$ cat config.mk
export PLATFORM = sky130hd
export DESIGN_NAME = clock_set_controller
export DESIGN_NICKNAME = d
export VERILOG_FILES = /design/src/rtl/clock_set_controller.sv
export SDC_FILE = /design/constraint.sdc
export NUM_CORES = 1
export LEC_CHECK = 0
export ABC_AREA = 1
export CELL_PAD_IN_SITES_DETAIL_PLACEMENT = 1
export CELL_PAD_IN_SITES_GLOBAL_PLACEMENT = 1
export CORE_ASPECT_RATIO = 1.5
export CORE_MARGIN = 10
export CORE_UTILIZATION = 46
export CTS_CLUSTER_DIAMETER = 40
export DETAILED_ROUTE_END_ITERATION = 8
export MAX_ROUTING_LAYER = met4
export PLACE_DENSITY_LB_ADDON = 0.05
export SLEW_MARGIN = 20
export SYNTH_ARGS = -nofsm -noshare
export SYNTH_HDL_FRONTEND = slang
export SYNTH_SLANG_ARGS = --single-unit
$ cat constraint.sdc
create_clock -name clk -period 16.31 [get_ports clk]
set_input_delay 2.4465 -clock clk [delete_from_list [all_inputs] [get_ports clk]]
set_output_delay 2.4465 -clock clk [all_outputs]
set_load 0.02 [all_outputs]
$ cat src/rtl/clock_set_controller.sv
// Front-panel time-set sequencer: freezes the seconds-of-day counter, edits HH/MM/SS, loads it back.
// Optional idle-timeout abandon of an edit is enabled by defining CLOCK_SET_TIMEOUT_EN.
module clock_set_controller #(
    parameter int unsigned CLK_HZ      = 50_000_000,
    parameter int unsigned BLINK_DIV   = 25_000_000,
    parameter int unsigned TIMEOUT_SEC = 10
) (
    input  logic        clk,
    input  logic        reset,
    input  logic        btn_mode,
    input  logic        btn_up,
    input  logic        btn_down,
    input  logic [16:0] cur_seconds,
    output logic        run_en,
    output logic        load,
    output logic [16:0] load_value,
    output logic [16:0] disp_seconds,
    output logic [1:0]  edit_field,
    output logic [5:0]  blank_mask
);

    typedef enum logic [2:0] {
        ST_RUN,
        ST_SET_HOUR,
        ST_SET_MIN,
        ST_SET_SEC,
        ST_COMMIT
    } state_t;

    localparam int BW = (BLINK_DIV > 1) ? $clog2(BLINK_DIV) : 1;
    localparam logic [BW-1:0] BLINK_LAST = BW'(BLINK_DIV - 1);

    state_t        r_state;
    logic          r_mode_q;
    logic          r_up_q;
    logic          r_down_q;
    logic [4:0]    r_edit_h;
    logic [5:0]    r_edit_m;
    logic [5:0]    r_edit_s;
    logic          r_run_en;
    logic          r_load;
    logic [16:0]   r_load_value;
    logic [BW-1:0] r_blink_cnt;
    logic          r_phase;

    logic          w_mode_p;
    logic          w_up_p;
    logic          w_down_p;
    logic          w_in_set;
    logic          w_adjust;
    logic          w_blink_clr;
    logic          w_timeout;
    logic          w_in_range;
    logic [16:0]   w_min_total;
    logic [4:0]    w_cap_h;
    logic [5:0]    w_cap_m;
    logic [5:0]    w_cap_s;
    logic [16:0]   w_packed;

    assign w_mode_p    = btn_mode & ~r_mode_q;
    assign w_up_p      = btn_up & ~r_up_q;
    assign w_down_p    = btn_down & ~r_down_q;
    assign w_in_set    = (r_state == ST_SET_HOUR) || (r_state == ST_SET_MIN) ||
                         (r_state == ST_SET_SEC);
    // Mode outranks up/down; up and down together cancel out.
    assign w_adjust    = w_in_set & ~w_mode_p & (w_up_p ^ w_down_p);
    assign w_blink_clr = ((r_state == ST_RUN) & w_mode_p) |
                         (w_in_set & (w_mode_p | w_up_p | w_down_p));

    assign w_in_range  = (cur_seconds < 17'd86400);
    assign w_min_total = cur_seconds / 17'd60;
    assign w_cap_h     = w_in_range ? 5'(cur_seconds / 17'd3600) : 5'd0;
    assign w_cap_m     = w_in_range ? 6'(w_min_total % 17'd60) : 6'd0;
    assign w_cap_s     = w_in_range ? 6'(cur_seconds % 17'd60) : 6'd0;
    assign w_packed    = 17'(r_edit_h) * 17'd3600 + 17'(r_edit_m) * 17'd60 + 17'(r_edit_s);

`ifdef CLOCK_SET_TIMEOUT_EN
    localparam int PW = (CLK_HZ > 1) ? $clog2(CLK_HZ) : 1;
    localparam int SW = (TIMEOUT_SEC > 0) ? $clog2(TIMEOUT_SEC + 1) : 1;
    localparam logic [PW-1:0] PRE_LAST = PW'(CLK_HZ - 1);
    localparam logic [SW-1:0] SEC_LAST = SW'(TIMEOUT_SEC - 1);

    logic [PW-1:0] r_pre;
    logic [SW-1:0] r_idle_sec;

    always_ff @(posedge clk) begin
        if (reset || !w_in_set || w_blink_clr) begin
            r_pre      <= '0;
            r_idle_sec <= '0;
        end else if (r_pre == PRE_LAST) begin
            r_pre      <= '0;
            r_idle_sec <= r_idle_sec + 1'b1;
        end else begin
            r_pre <= r_pre + 1'b1;
        end
    end

    assign w_timeout = w_in_set & ~w_blink_clr & (r_pre == PRE_LAST) & (r_idle_sec == SEC_LAST);
`else
    logic w_unused_cfg;
    assign w_unused_cfg = (CLK_HZ == 0) || (TIMEOUT_SEC == 0);
    assign w_timeout    = 1'b0;
`endif

    always_ff @(posedge clk) begin
        if (reset) begin
            r_state      <= ST_RUN;
            r_mode_q     <= 1'b1;
            r_up_q       <= 1'b1;
            r_down_q     <= 1'b1;
            r_edit_h     <= '0;
            r_edit_m     <= '0;
            r_edit_s     <= '0;
            r_run_en     <= 1'b1;
            r_load       <= 1'b0;
            r_load_value <= '0;
        end else begin
            r_mode_q <= btn_mode;
            r_up_q   <= btn_up;
            r_down_q <= btn_down;
            r_load   <= 1'b0;
            case (r_state)
                ST_RUN: begin
                    if (w_mode_p) begin
                        r_edit_h <= w_cap_h;
                        r_edit_m <= w_cap_m;
                        r_edit_s <= w_cap_s;
                        r_run_en <= 1'b0;
                        r_state  <= ST_SET_HOUR;
                    end
                end
                ST_SET_HOUR: begin
                    if (w_mode_p) begin
                        r_state <= ST_SET_MIN;
                    end else if (w_timeout) begin
                        r_run_en <= 1'b1;
                        r_state  <= ST_RUN;
                    end else if (w_adjust) begin
                        if (w_up_p) r_edit_h <= (r_edit_h == 5'd23) ? 5'd0 : r_edit_h + 5'd1;
                        else        r_edit_h <= (r_edit_h == 5'd0) ? 5'd23 : r_edit_h - 5'd1;
                    end
                end
                ST_SET_MIN: begin
                    if (w_mode_p) begin
                        r_state <= ST_SET_SEC;
                    end else if (w_timeout) begin
                        r_run_en <= 1'b1;
                        r_state  <= ST_RUN;
                    end else if (w_adjust) begin
                        if (w_up_p) r_edit_m <= (r_edit_m == 6'd59) ? 6'd0 : r_edit_m + 6'd1;
                        else        r_edit_m <= (r_edit_m == 6'd0) ? 6'd59 : r_edit_m - 6'd1;
                    end
                end
                ST_SET_SEC: begin
                    if (w_mode_p) begin
                        r_load       <= 1'b1;
                        r_load_value <= w_packed;
                        r_run_en     <= 1'b1;
                        r_state      <= ST_COMMIT;
                    end else if (w_timeout) begin
                        r_run_en <= 1'b1;
                        r_state  <= ST_RUN;
                    end else if (w_adjust) begin
                        if (w_up_p) r_edit_s <= (r_edit_s == 6'd59) ? 6'd0 : r_edit_s + 6'd1;
                        else        r_edit_s <= (r_edit_s == 6'd0) ? 6'd59 : r_edit_s - 6'd1;
                    end
                end
                default: begin
                    r_state <= ST_RUN;
                end
            endcase
        end
    end

    // Blink restarts on field entry and on every adjust so the edited digits stay lit while changing.
    always_ff @(posedge clk) begin
        if (reset || !w_in_set || w_blink_clr) begin
            r_blink_cnt <= '0;
            r_phase     <= 1'b0;
        end else if (r_blink_cnt == BLINK_LAST) begin
            r_blink_cnt <= '0;
            r_phase     <= ~r_phase;
        end else begin
            r_blink_cnt <= r_blink_cnt + 1'b1;
        end
    end

    always_comb begin
        edit_field = 2'd0;
        blank_mask = 6'b000000;
        case (r_state)
            ST_SET_HOUR: begin
                edit_field      = 2'd1;
                blank_mask[5:4] = {2{r_phase}};
            end
            ST_SET_MIN: begin
                edit_field      = 2'd2;
                blank_mask[3:2] = {2{r_phase}};
            end
            ST_SET_SEC: begin
                edit_field      = 2'd3;
                blank_mask[1:0] = {2{r_phase}};
            end
            default: begin
                edit_field = 2'd0;
                blank_mask = 6'b000000;
            end
        endcase
    end

    assign disp_seconds = w_in_set ? w_packed : cur_seconds;
    assign run_en       = r_run_en;
    assign load         = r_load;
    assign load_value   = r_load_value;

endmodule

==> summary.md <==
| Metric | Value |
|---|---|
| Drt pass-1 iters | `4` |
| Met1 WL | `8.894 mm` |
| Initial antenna violation count | `0` |
| Die Area | `0.02180 mm2` |
| Std cell rows | `56` |
| Synth async-reset ratio | `0%` |
| Sum of buffers and inverters on the critical path | `3` |
| Mapped Nets | `1230` |
| Main synth FF type | `dfxtp_1` |
| CP Max Fanout | `10` |
| Mux contribution to synthesized area | `0%` |
| Drt wl/cell | `~16 um` |
| Ant. Diodes | `0` |
| Vias in the first global route | `8138` |
| Clk buf depth | `2` |
| Crit-path cells | `fa_1 -> inv_1 -> fa_1 -> fa_1 -> o21ai_0 -> xor2_1 -> inv_1 -> ha_1 -> ha_1 -> nand2_1 -> o21ai_0 -> a21oi_1 -> o21bai_1 -> a21oi_1 -> o21ai_0 -> nand2_1 -> xnor2_1 -> o21ai_0 -> clkdlybuf4s50_1` |
| GR Util All Layers | `a little over a fifth` |
| Worst-margin pin slew | `856.2 ps` |
| Synth Area in Compound Gates | `between 10% and 20%` |
| Layout Nets | `1289` |
| CTS tree | `built` |
| Fin util | `54.42%` |
| Share of the synthesized area in the top cell type | `18.26%` |
| Fraction of layout cells with a size suffix above 1 | `10.46%` |
| WP data required | `13860 ps` |
| Setup repair bufs after CTS | `0` |
| Initial Utilization | `47.28%` |
| GRT Residual Overflow | `0` |
| Fin cells | `1389` |
| Routability Congestion | `0.9163` |
| Initial DRC Count | `260` |
| Pin count of the biggest net entering global routing | `36` |
| Delay-heaviest family, CP | `adder cells` |
| Clock buffer count from CTS | `9` |
| Cell taking the most area after synthesis | `dfxtp_1` |
| Post-Synth Simple-Gate Area | `about a third` |
| Pins Over Slew Limit | `0` |
| Layout area overhead | `15.11%` |
| Seq/Total Area, Yosys | `18.26%` |
| Drt total wl | `approximately 23 mm` |
| Yosys warns | `0` |
| Power Density | `roughly 110 mW/mm2` |
| Unrepaired setup endpoints after global routing | `false` |
| Final setup violation count | `0` |
| Top Layer Used | `met4` |
| Library cells used by synthesis | `56` |
| Post_cts resized | `0` |
| Crit Path Class | `register to output pin` |
| EDFF count, synth | `0` |
| Syn_area_per_cell | `6.643 um2` |
| Max-cap violation count | `0` |
| Tmin final | `8386 ps` |
| Antenna-violating nets left | `0` |
| TritonCTS Sinks | `68` |
| Worst vdd ir | `56.47 uV` |
| Worst endpoint data arrival time | `5940 ps` |
| CP max stage cell | `clkdlybuf4s50_1` |
| Commonest non-fill, non-tap cell in the layout | `nand2_1` |
| Final Skew | `~8.5 ps` |
| DP Cell Count | `1373` |
| Met3 routed WL | `541 um` |
| Largest family of logic cells by synthesized area | `simple AND/OR/NAND/NOR gates` |
| Worst slew margin | `42.71%` |
| Core area | `around 0.016 mm2` |
| Adder-cell share of the synthesized area | `about 16%` |
| Most frequent cells in the layout | `nand2_1, inv_1, nor2_1` |
| CP Capture Type | `output pin` |
| CTS hold repair buffers | `0` |
| Io pins | `66` |
| Setup_tns | `0 ps` |
| CTS root buffer | `clkbuf_16` |
| Post-DP HPWL | `around 18 mm` |
| Clk pin slew, worst setup/hold paths | `70 ps` |
| Syn Inst Count | `roughly 1100` |
| Period utilization | `51.42%` |
| Top cells by area, synth | `dfxtp_1, nand2_1, ha_1` |
| Final Hold Viols | `0` |
| Detailed-route via count | `between 7000 and 8000` |
| CTS H-tree depth | `3` |
| XOR/XNOR Fraction of Synth Area | `around 7%` |
| Die X | `123.9 um` |
| CP Launch Type | `register` |
| Largest stage delay, worst path | `630 ps` |
| Buffers on Ports | `65` |
| Synthesized cell area | `around 0.0075 mm2` |
| First-pass GRT wire length | `~38 mm` |
| Clock latency on the worst-skew pair | `roughly 350 ps` |
| FF+latch count, synth | `68` |
| Max Fclk | `119.2 MHz` |
| Vias/cell | `between 5 and 6` |
| DRC Markers | `0` |
| LEAKAGE | `4.123 nW` |
| Chip height | `roughly 180 um` |
| Cell mode on critical path | `o21ai_0` |
| Met2 WL | `12.71 mm` |
| Status | `complete, no violations` |
| Power Total | `931.8 uW` |
| Worst Hold Class | `register to register` |
## sequential cells by signal, summed over array words and instances, names as in the netlist, 3 cells and up
register     cells
r_blink_cnt     25
load_value      17
r_edit_m         6
r_edit_s         6
r_edit_h         5
r_state          3
## synth_stat cells, drive strengths merged, types with 3 or more instances
cell and number:
xor2 45, nand3 75, buf 9, or2 4, xnor2 15, dfxtp 68
o211ai 4, clkbuf 11, nand4 11, a31oi 14, nand2 276, ha 71
fa 15, nor3 20, o21ai 99, nor2 120, inv 165, clkinv 3
a21oi 56, nor4 5, o31ai 3, o21bai 9
## final cells by class
type | count | area, um2
well taps | 203 | 254.0
clock inverters | 7 | 82.58
repair buffers | 68 | 673.1
multi-input cells | 866 | 5353
clock buffers | 9 | 225.2
inverters | 168 | 630.6
fillers | 2158 | 7186
flip-flops and latches | 68 | 1361
## per-layer routing
layer  global-route usage (%)  vias up
met5                        -        -
met4                    5.967        0
met3                    1.894       28
met2                    42.09       94
met1                    22.87     3665
li1                         -     3760
## worst register-to-register path, cell delays in order (launching register included)
cell and delay (ps):
dfxtp_1 610, fa_1 540, inv_1 90, fa_1 450, fa_1 480, fa_1 500
inv_1 50, ha_1 350, nand3_1 100, nand2_1 110, a21oi_1 80, o21bai_1 200
nand3_1 100, nand2_1 110, a21oi_1 80, o21bai_1 240, nand2_1 100, a21oi_1 230
nor3b_1 270, xor2_1 190, o21ai_0 100
## logic make-up after synthesis
| group | Yosys count |
|---|---|
| simple gates | 516 |
| compound gates | 204 |
| buf+inv | 188 |
| fa+ha+maj | 86 |
| flops | 68 |
| xor+xnor | 60 |
## stage by stage
step	area [um2]	setup slack [ps]	hold WS, ps
global route	8579	7510	477.0
floorplan	7453	9178	417.5
global placement	8272	8132	432.9
finish	8579	7924	453.4
detailed placement	8272	7965	443.2
CTS	8579	7927	455.1
## final timing paths
check                  startpoint          endpoint  slack, ps  cells after the start
setup / recovery      r_edit_m[2]  disp_seconds[15]       7920                     19
hold / removal    r_blink_cnt[24]   r_blink_cnt[24]        450                      1
hold reg to reg   r_blink_cnt[24]   r_blink_cnt[24]        450                      1
setup reg to reg      r_edit_m[2]    load_value[16]      11190                     20
## power breakdown
part           switching [mW]  internal [mW]
registers             0.00999          0.170
clock network          0.0920          0.121
logic                   0.349          0.189
total                   0.451          0.481
No activity file was read; power rests on OpenSTA's default activity.
